### src/rtl/dmem_arbiter.sv
// dmem_arbiter
//   Two-port arbiter and access sequencer for the shared data memory
//   (asynchronous read, level-sensitive write enable). Port 0 is the CPU
//   load/store stage, port 1 the debug/loader port. Requests are
//   serialised round-robin, the memory lines are driven from registered
//   copies of the winning request, read data is captured after WAIT_CYC
//   cycles and a single-cycle ack is returned to the owner.
//
//   Sequence per access: IDLE (arbitrate) -> BUSY (WAIT_CYC cycles)
//   -> RESP (ack) -> IDLE. The write enable is high only in the first
//   BUSY cycle, so the memory always sees a clean one-cycle pulse.
//
// Parameters
//   DATA_W     data and address width
//   WAIT_CYC   cycles the address is held before read data is captured (1..15)
//   MEM_DEPTH  number of memory entries, used by the optional range check
//
// Ports
//   clk, rst                      clock, synchronous active-high reset
//   req0/we0/addr0/wdata0         port 0 request, held until ack0
//   ack0, rdata0                  port 0 completion pulse and read data
//   req1/we1/addr1/wdata1         port 1 request, held until ack1
//   ack1, rdata1                  port 1 completion pulse and read data
//   gntId, busy                   current owner, access in progress
//   memReadAddr, memWriteAddr     memory addresses (passed unmodified)
//   memDataIn, memEnableWrite     memory write data and write enable
//   memDataOut                    memory read data
//   err0, err1                    only with DMEM_ARB_RANGE_CHK_EN defined:
//                                 out-of-range flag, pulsed with the ack
//
// Build option
//   DMEM_ARB_RANGE_CHK_EN  when defined, an address >= MEM_DEPTH is
//   flagged on err0/err1, its write is suppressed and its rdata reads 0.

module dmem_arbiter #(
  parameter int DATA_W    = 32,
  parameter int WAIT_CYC  = 1,
  parameter int MEM_DEPTH = 256
) (
  input  logic              clk,
  input  logic              rst,
  input  logic              req0,
  input  logic              we0,
  input  logic [DATA_W-1:0] addr0,
  input  logic [DATA_W-1:0] wdata0,
  output logic              ack0,
  output logic [DATA_W-1:0] rdata0,
  input  logic              req1,
  input  logic              we1,
  input  logic [DATA_W-1:0] addr1,
  input  logic [DATA_W-1:0] wdata1,
  output logic              ack1,
  output logic [DATA_W-1:0] rdata1,
  output logic              gntId,
  output logic              busy,
  output logic [DATA_W-1:0] memReadAddr,
  output logic [DATA_W-1:0] memWriteAddr,
  output logic [DATA_W-1:0] memDataIn,
  output logic              memEnableWrite,
  input  logic [DATA_W-1:0] memDataOut
`ifdef DMEM_ARB_RANGE_CHK_EN
  ,
  output logic              err0,
  output logic              err1
`endif
);

  typedef enum logic [1:0] {
    IDLE = 2'd0,
    BUSY = 2'd1,
    RESP = 2'd2
  } state_t;

`ifdef DMEM_ARB_RANGE_CHK_EN
  localparam bit RANGE_CHK = 1'b1;
`else
  localparam bit RANGE_CHK = 1'b0;
`endif

  state_t            state_q, state_d;
  logic [3:0]        cnt_q, cnt_d;
  logic              last_gnt_q, last_gnt_d;
  logic              gnt_id_q, gnt_id_d;
  logic              we_q, we_d;
  logic              err_q, err_d;
  logic [DATA_W-1:0] addr_q, addr_d;
  logic [DATA_W-1:0] wdata_q, wdata_d;
  logic              mem_we_q, mem_we_d;
  logic              busy_q, busy_d;
  logic              ack0_q, ack0_d;
  logic              ack1_q, ack1_d;
  logic [DATA_W-1:0] rdata0_q, rdata0_d;
  logic [DATA_W-1:0] rdata1_q, rdata1_d;
`ifdef DMEM_ARB_RANGE_CHK_EN
  logic              err0_q, err0_d;
  logic              err1_q, err1_d;
`endif

  // Winner selection: a lone requester wins outright; on a tie the port
  // that was not granted last time wins.
  logic              pick;
  logic              sel_we;
  logic              sel_err;
  logic [DATA_W-1:0] sel_addr;
  logic [DATA_W-1:0] sel_wdata;
  logic [DATA_W-1:0] cap_data;

  always_comb begin
    pick      = (req0 && req1) ? ~last_gnt_q : req1;
    sel_we    = pick ? we1    : we0;
    sel_addr  = pick ? addr1  : addr0;
    sel_wdata = pick ? wdata1 : wdata0;
    sel_err   = RANGE_CHK && (sel_addr >= DATA_W'(MEM_DEPTH));
    // A flagged access returns zero instead of whatever the memory aliases to.
    cap_data  = err_q ? '0 : memDataOut;
  end

  // Next-state and next-output logic. Pulse outputs (write enable, acks,
  // errors) default low so each is high for exactly one cycle.
  always_comb begin
    state_d    = state_q;
    cnt_d      = cnt_q;
    last_gnt_d = last_gnt_q;
    gnt_id_d   = gnt_id_q;
    we_d       = we_q;
    err_d      = err_q;
    addr_d     = addr_q;
    wdata_d    = wdata_q;
    busy_d     = busy_q;
    rdata0_d   = rdata0_q;
    rdata1_d   = rdata1_q;
    mem_we_d   = 1'b0;
    ack0_d     = 1'b0;
    ack1_d     = 1'b0;
`ifdef DMEM_ARB_RANGE_CHK_EN
    err0_d     = 1'b0;
    err1_d     = 1'b0;
`endif

    case (state_q)
      IDLE: begin
        if (req0 || req1) begin
          state_d    = BUSY;
          cnt_d      = 4'(WAIT_CYC - 1);
          gnt_id_d   = pick;
          last_gnt_d = pick;
          we_d       = sel_we;
          err_d      = sel_err;
          addr_d     = sel_addr;
          wdata_d    = sel_wdata;
          busy_d     = 1'b1;
          // Raising the enable on the grant edge confines it to the
          // first BUSY cycle.
          mem_we_d   = sel_we && !sel_err;
        end
      end

      BUSY: begin
        if (cnt_q == 4'd0) begin
          state_d = RESP;
          ack0_d  = ~gnt_id_q;
          ack1_d  = gnt_id_q;
`ifdef DMEM_ARB_RANGE_CHK_EN
          err0_d  = err_q && !gnt_id_q;
          err1_d  = err_q && gnt_id_q;
`endif
          // Reads capture memory data; a flagged access of either kind
          // loads zero so the requester never sees stale data.
          if (!we_q || err_q) begin
            if (gnt_id_q) rdata1_d = cap_data;
            else          rdata0_d = cap_data;
          end
        end else begin
          cnt_d = cnt_q - 4'd1;
        end
      end

      RESP: begin
        // Dead cycle: the requester drops req while its ack is visible.
        state_d = IDLE;
        busy_d  = 1'b0;
      end

      default: begin
        state_d = IDLE;
        busy_d  = 1'b0;
      end
    endcase
  end

  // State register. Reset aborts any access on the same edge, which also
  // drops the write enable and suppresses any pending ack.
  always_ff @(posedge clk) begin
    if (rst) begin
      state_q    <= IDLE;
      cnt_q      <= '0;
      last_gnt_q <= 1'b1;
      gnt_id_q   <= 1'b0;
      we_q       <= 1'b0;
      err_q      <= 1'b0;
      addr_q     <= '0;
      wdata_q    <= '0;
      mem_we_q   <= 1'b0;
      busy_q     <= 1'b0;
      ack0_q     <= 1'b0;
      ack1_q     <= 1'b0;
      rdata0_q   <= '0;
      rdata1_q   <= '0;
`ifdef DMEM_ARB_RANGE_CHK_EN
      err0_q     <= 1'b0;
      err1_q     <= 1'b0;
`endif
    end else begin
      state_q    <= state_d;
      cnt_q      <= cnt_d;
      last_gnt_q <= last_gnt_d;
      gnt_id_q   <= gnt_id_d;
      we_q       <= we_d;
      err_q      <= err_d;
      addr_q     <= addr_d;
      wdata_q    <= wdata_d;
      mem_we_q   <= mem_we_d;
      busy_q     <= busy_d;
      ack0_q     <= ack0_d;
      ack1_q     <= ack1_d;
      rdata0_q   <= rdata0_d;
      rdata1_q   <= rdata1_d;
`ifdef DMEM_ARB_RANGE_CHK_EN
      err0_q     <= err0_d;
      err1_q     <= err1_d;
`endif
    end
  end

  // The latched request feeds the memory directly, so the address and
  // write data hold their last values outside BUSY.
  assign memReadAddr    = addr_q;
  assign memWriteAddr   = addr_q;
  assign memDataIn      = wdata_q;
  assign memEnableWrite = mem_we_q;
  assign gntId          = gnt_id_q;
  assign busy           = busy_q;
  assign ack0           = ack0_q;
  assign ack1           = ack1_q;
  assign rdata0         = rdata0_q;
  assign rdata1         = rdata1_q;
`ifdef DMEM_ARB_RANGE_CHK_EN
  assign err0           = err0_q;
  assign err1           = err1_q;
`endif

endmodule

### config.mk
export PLATFORM = sky130hd
export DESIGN_NAME = dmem_arbiter
export DESIGN_NICKNAME = d
export VERILOG_FILES = /design/src/rtl/dmem_arbiter.sv
export SDC_FILE = /design/constraint.sdc
export NUM_CORES = 1
export LEC_CHECK = 0
export CORE_AREA = 2 2 128 130
export CTS_CLUSTER_SIZE = 14
export DETAILED_ROUTE_END_ITERATION = 7
export DIE_AREA = 0 0 130 132
export PLACE_DENSITY = 0.77
export SKIP_CTS_REPAIR_TIMING = 1
export SYNTH_ARGS = -nofsm -noshare
export SYNTH_HDL_FRONTEND = slang
export SYNTH_SLANG_ARGS = --single-unit
### constraint.sdc
create_clock -name clk -period 5.8 [get_ports clk]
set_clock_uncertainty 0.05 [all_clocks]
set_input_delay 1.16 -clock clk [delete_from_list [all_inputs] [get_ports clk]]
set_output_delay 1.16 -clock clk [all_outputs]
set_load 0.005 [all_outputs]
# Word-level counts from Yosys, hierarchy flattened
# Cells that the tools add are included.
# word_totals
output_inout_bits	165
register_bits	141
word_cells	50
inputBits	166
# op_classes
bitwise_logic	6
addsub	1
muxes	12
n_reduce_logical	14
n_eq_ne	4
# ops
cell	count
$mux 32	2
$mux 4	2
$pmux 4 s2	1
$reduce_and 4->1	2
$ne 2x2->1 const B	3
$not 1->1	6
$reduce_and 2->1	3
$reduce_or 3->1	2
$logic_not 4->1	1
$mux 2	2
$pmux 2 s2	1
$sub 4x1->4 const B	1
$mux 1	3
$reduce_and 3->1	1
$eq 2x1->1 const B	1
$logic_not 2->1	1
$pmux 1 s2	1
$reduce_bool 2->1	1
$logic_and 1x1->1	1
$logic_not 1->1	1
$logic_or 1x1->1	1

# Logic depth before layout (Yosys ltp)
# logic_depth
depth_word	3
mapped_depth	7
ltp_nobuf	5

# Least setup slack after synthesis
# OpenSTA, ideal clock, no wires.
# synth_timing
kind	input port to flip-flop
start	input rst
end	register rdata0_q[24] (netlist: rdata0[24])
slack_ns	3.538
path_buffers	3
arrival_ns	2.140
t_required_ns	5.678
cell_stages	6
path_cell_list	clkbuf_1 > inv_1 > clkbuf_1 > buf_1 > nand2_1 > mux2i_1
# synth_rtl
element	line_no	source
from (decl)	41	input logic rst,
to (signal assigned)	226	rdata0_q <= rdata0_d;
to (decl)	92	logic [DATA_W-1:0] rdata0_q, rdata0_d;

# Worst setup path in the final report
# layout_timing
start	input req1
end	register addr_q[13] (netlist: memReadAddr[13])
# layout_via
elab_chain_cells	3
# layout_rtl
element	line_no	source
from (decl)	48	input logic req1,
$logic_and 1x1->1	109	pick = (req0 && req1) ? ~last_gnt_q : req1;
$mux 1	109	
$mux 32	111	sel_addr = pick ? addr1 : addr0;
to (signal assigned)	220	addr_q <= addr_d;
to (decl)	86	logic [DATA_W-1:0] addr_q, addr_d;
# Several ways; a longest one is shown, not always the timed one.
# A chain may end at the register's enable or synchronous reset.

==> summary.txt <==
Critical path
  – WP data arrival: 3.39 ns
  – CP max FO: 37
  – CP Launch Type: input pin
  – FF-to-FF setup slack: 3.50 ns
  – Critical path type: in -> reg
  – RR Startpoint: state_q[1]$_SDFFE_PP0P_
  – Reg2Reg Depth: 4
  – CP Capture Type: flop
  – RR Endpoint: memReadAddr[13]$_SDFFE_PP0P_
  – Req. time, crit path: 6.05 ns

GRT
  – Number of global-route vias before repair: 6335
  – Tot GR Track Use: 0.243
  – Antenna violations before repair: 0
  – Largest net degree at the start of global routing: 82
  – First-pass GRT wire length: 33100 um
  – Grt ovf: 0

Floorplan
  – Core region area: 15700 sq um
  – Die H: 132 um
  – Area of the die: 17200 sq um
  – Die X: 130 um
  – Num ports: 331
  – Starting Density: 0.390
  – Row count: 46

Synthesis
  – Ys async rst share: 0
  – EDFF count, synth: 0
  – Syn Inst Count: 744
  – Syn Area/Cell: 8.24 sq um
  – Top FF cell, synth: dfxtp_1
  – Seq/Total Area, Yosys: 0.461
  – Mapped Area: 6130 sq um
  – Syn. warnings: 0
  – Library cells used by synthesis: 37
  – Synthesized flop and latch total: 141
  – Syn_nets: 912

Finish
  – Area of the multi-input gates: 2780 sq um
  – ANT cells: 0
  – Layout cells sized above 1: 0.0524
  – Leading cell type in the layout, fill and taps excluded: clkdlybuf4s50_1
  – Reg area: 2820 sq um
  – Final core utilization: 0.629
  – Most frequent cells in the layout: 329 x clkdlybuf4s50_1, 195 x nand2_1, 141 x dfxtp_1
  – Final Net Count: 1167
  – Layout area overhead: 61.3%
  – Fill cells: 1373

Min path
  – Hold Path Class: reg -> reg
  – Hold path depth: 2
  – Min-Delay Endpoint: rdata0[7]$_SDFFE_PP0P_
  – Worst hold path startpoint: rdata0[7]$_SDFFE_PP0P_

Timing
  – RSZ-0062 raised after global routing: no
  – Final WS setup: 2.66 ns
  – Crit path time final: 3.14 ns
  – Setup TNS: 0 ns
  – Hold WS: 0.405 ns
  – Least-Margin Pin Slew: 1.06 ns
  – Crit share post-route: 0.541
  – Max-slew violation count: 0
  – Slew Limit Headroom: 0.291
  – Final setup fails: 0
  – Fmax: 0.319 GHz
  – Fin. Hold Viols: 0

Placed design
  – Gpl congestion: 0.801
  – Port Buffers: 330
  – Final HPWL DP: 14500 um
  – Post-Place Setup Slack: 2.30 ns

Pwr
  – Switching fraction of total power: 0.256
  – Clock power frac: 0.401
  – Seq pwr share: 0.389
  – Pwr per Cell Area: 289 nW/um^2
  – Pleak: 0.00358 uW
  – Net Switching: 729 uW
  – Comb power frac: 0.210
  – Worst vdd ir: 0.000212 V
  – Cell-internal power: 2120 uW

Drt
  – DRC violation count after routing: 0
  – DRT Pass-1 Iters: 5
  – Routed WL per cell: 17.3 um
  – Routed Antenna Nets: 0
  – DR iter-0 viols: 313
  – Routed Wire Length: 21300 um
  – Via count: 6417
  – Vias per cell: 5.23

Outcome
  – Outcome: finished clean

Clock network
  – # clock sinks: 141
  – CTS buffer count: 17
  – Clock Latency Late Sink: 0.42 ns
  – CTS clk-pin slew, worst paths: 0.06 ns
  – CTS tree: built
  – CTS Buffer Depth: 2
  – Root buf cell: clkbuf_16
  – H-tree depth: 4

Job
  – Max Cap Viol: 0
[layer usage]
| layer | track usage | vias up | share of wire | wire, um |
|---|---|---|---|---|
| li1 | - | 3102 | - | - |
| met1 | 0.280 | 2950 | 0.39 | 8210 |
| met2 | 0.408 | 309 | 0.48 | 10200 |
| met3 | 0.0779 | 56 | 0.093 | 1980 |
| met4 | 0.112 | 0 | 0.040 | 860 |
| met5 | 0 | - | 0 | 0 |
[flip-flops by register name (all words and copies together), names as in the netlist, 2 cells and up]
register	cells
rdata0	32
memReadAddr	32
cnt_q	4
rdata1	32
state_q	2
memDataIn	32
[metrics by stage]
stage / power, uW / area, sq um / std cells
after floorplan: 1380 / 6130 / 744
after global placement: 1720 / 9260 / 1196
after detailed placement: 1730 / 9260 / 1196
after CTS: 2880 / 9880 / 1228
after global routing: 2970 / 9880 / 1228
final: 2850 / 9880 / 1228
[worst max-delay path, cell delays in order]
cell and delay [ns]:
clkdlybuf4s50_1 0.58, a21boi_4 0.70, buf_4 0.49, nand2_1 0.10
a311oi_1 0.33
[power groups by stage]
stage                     clock network (uW)  registers, uW  logic (uW)
final                                   1140           1110         600
after floorplan                            0           1120         259
after global placement                     0           1130         596
after global routing                    1200           1120         651
after detailed placement                   0           1130         601
after CTS                               1160           1110         605
[synthesized netlist by cell type (2+ instances only)]
master / number / area, sq um
nand2_1: 195 / 732
dfxtp_1: 141 / 2820
a21oi_1: 104 / 521
a311oi_1: 64 / 561
clkbuf_1: 47 / 176
mux2i_1: 33 / 330
nand3_1: 33 / 165
buf_4: 32 / 240
o21ai_0: 26 / 130
buf_2: 13 / 65.1
buf_1: 8 / 30.0
o21ai_1: 8 / 40.0
buf_6: 4 / 45.0
inv_1: 3 / 11.3
nor2_1: 3 / 11.3
nor3_1: 3 / 15.0
ha_1: 2 / 25.0
nand2b_1: 2 / 12.5
nor2b_1: 2 / 12.5
nor4_1: 2 / 12.5
o221ai_1: 2 / 17.5
or2_2: 2 / 12.5
[cell type report]
class | count | share of cell area
inverter | 3 | 0.00114
timing repair buffer | 340 | 0.342
sequential | 141 | 0.286
clock buffer | 18 | 0.0434
tap | 216 | 0.0273
clock inverter | 14 | 0.0195
multi-input combinational | 496 | 0.282
[cells by family after synthesis]
logic type	after synthesis	synth area share
compound gates	209	0.214
flops	141	0.461
mux	33	0.0539
buf+inv	107	0.0927
fa+ha+maj	2	0.00408
simple gates	252	0.175
[worst max-delay path by stage]
stage	startpoint	endpoint	cells after the start
2_1_floorplan	rst	rdata0[24]$_SDFFE_PP0P_	6
3_3_place_gp	req0	cnt_q[1]$_SDFFE_PP0P_	5
3_5_place_dp	req1	memDataIn[23]$_SDFFE_PP0P_	5
4_1_cts	req1	memReadAddr[13]$_SDFFE_PP0P_	5
5_1_grt	req1	memReadAddr[21]$_SDFFE_PP0P_	5
6_report	req1	memReadAddr[13]$_SDFFE_PP0P_	5
Note: power is estimated with default switching activity, not from simulation.
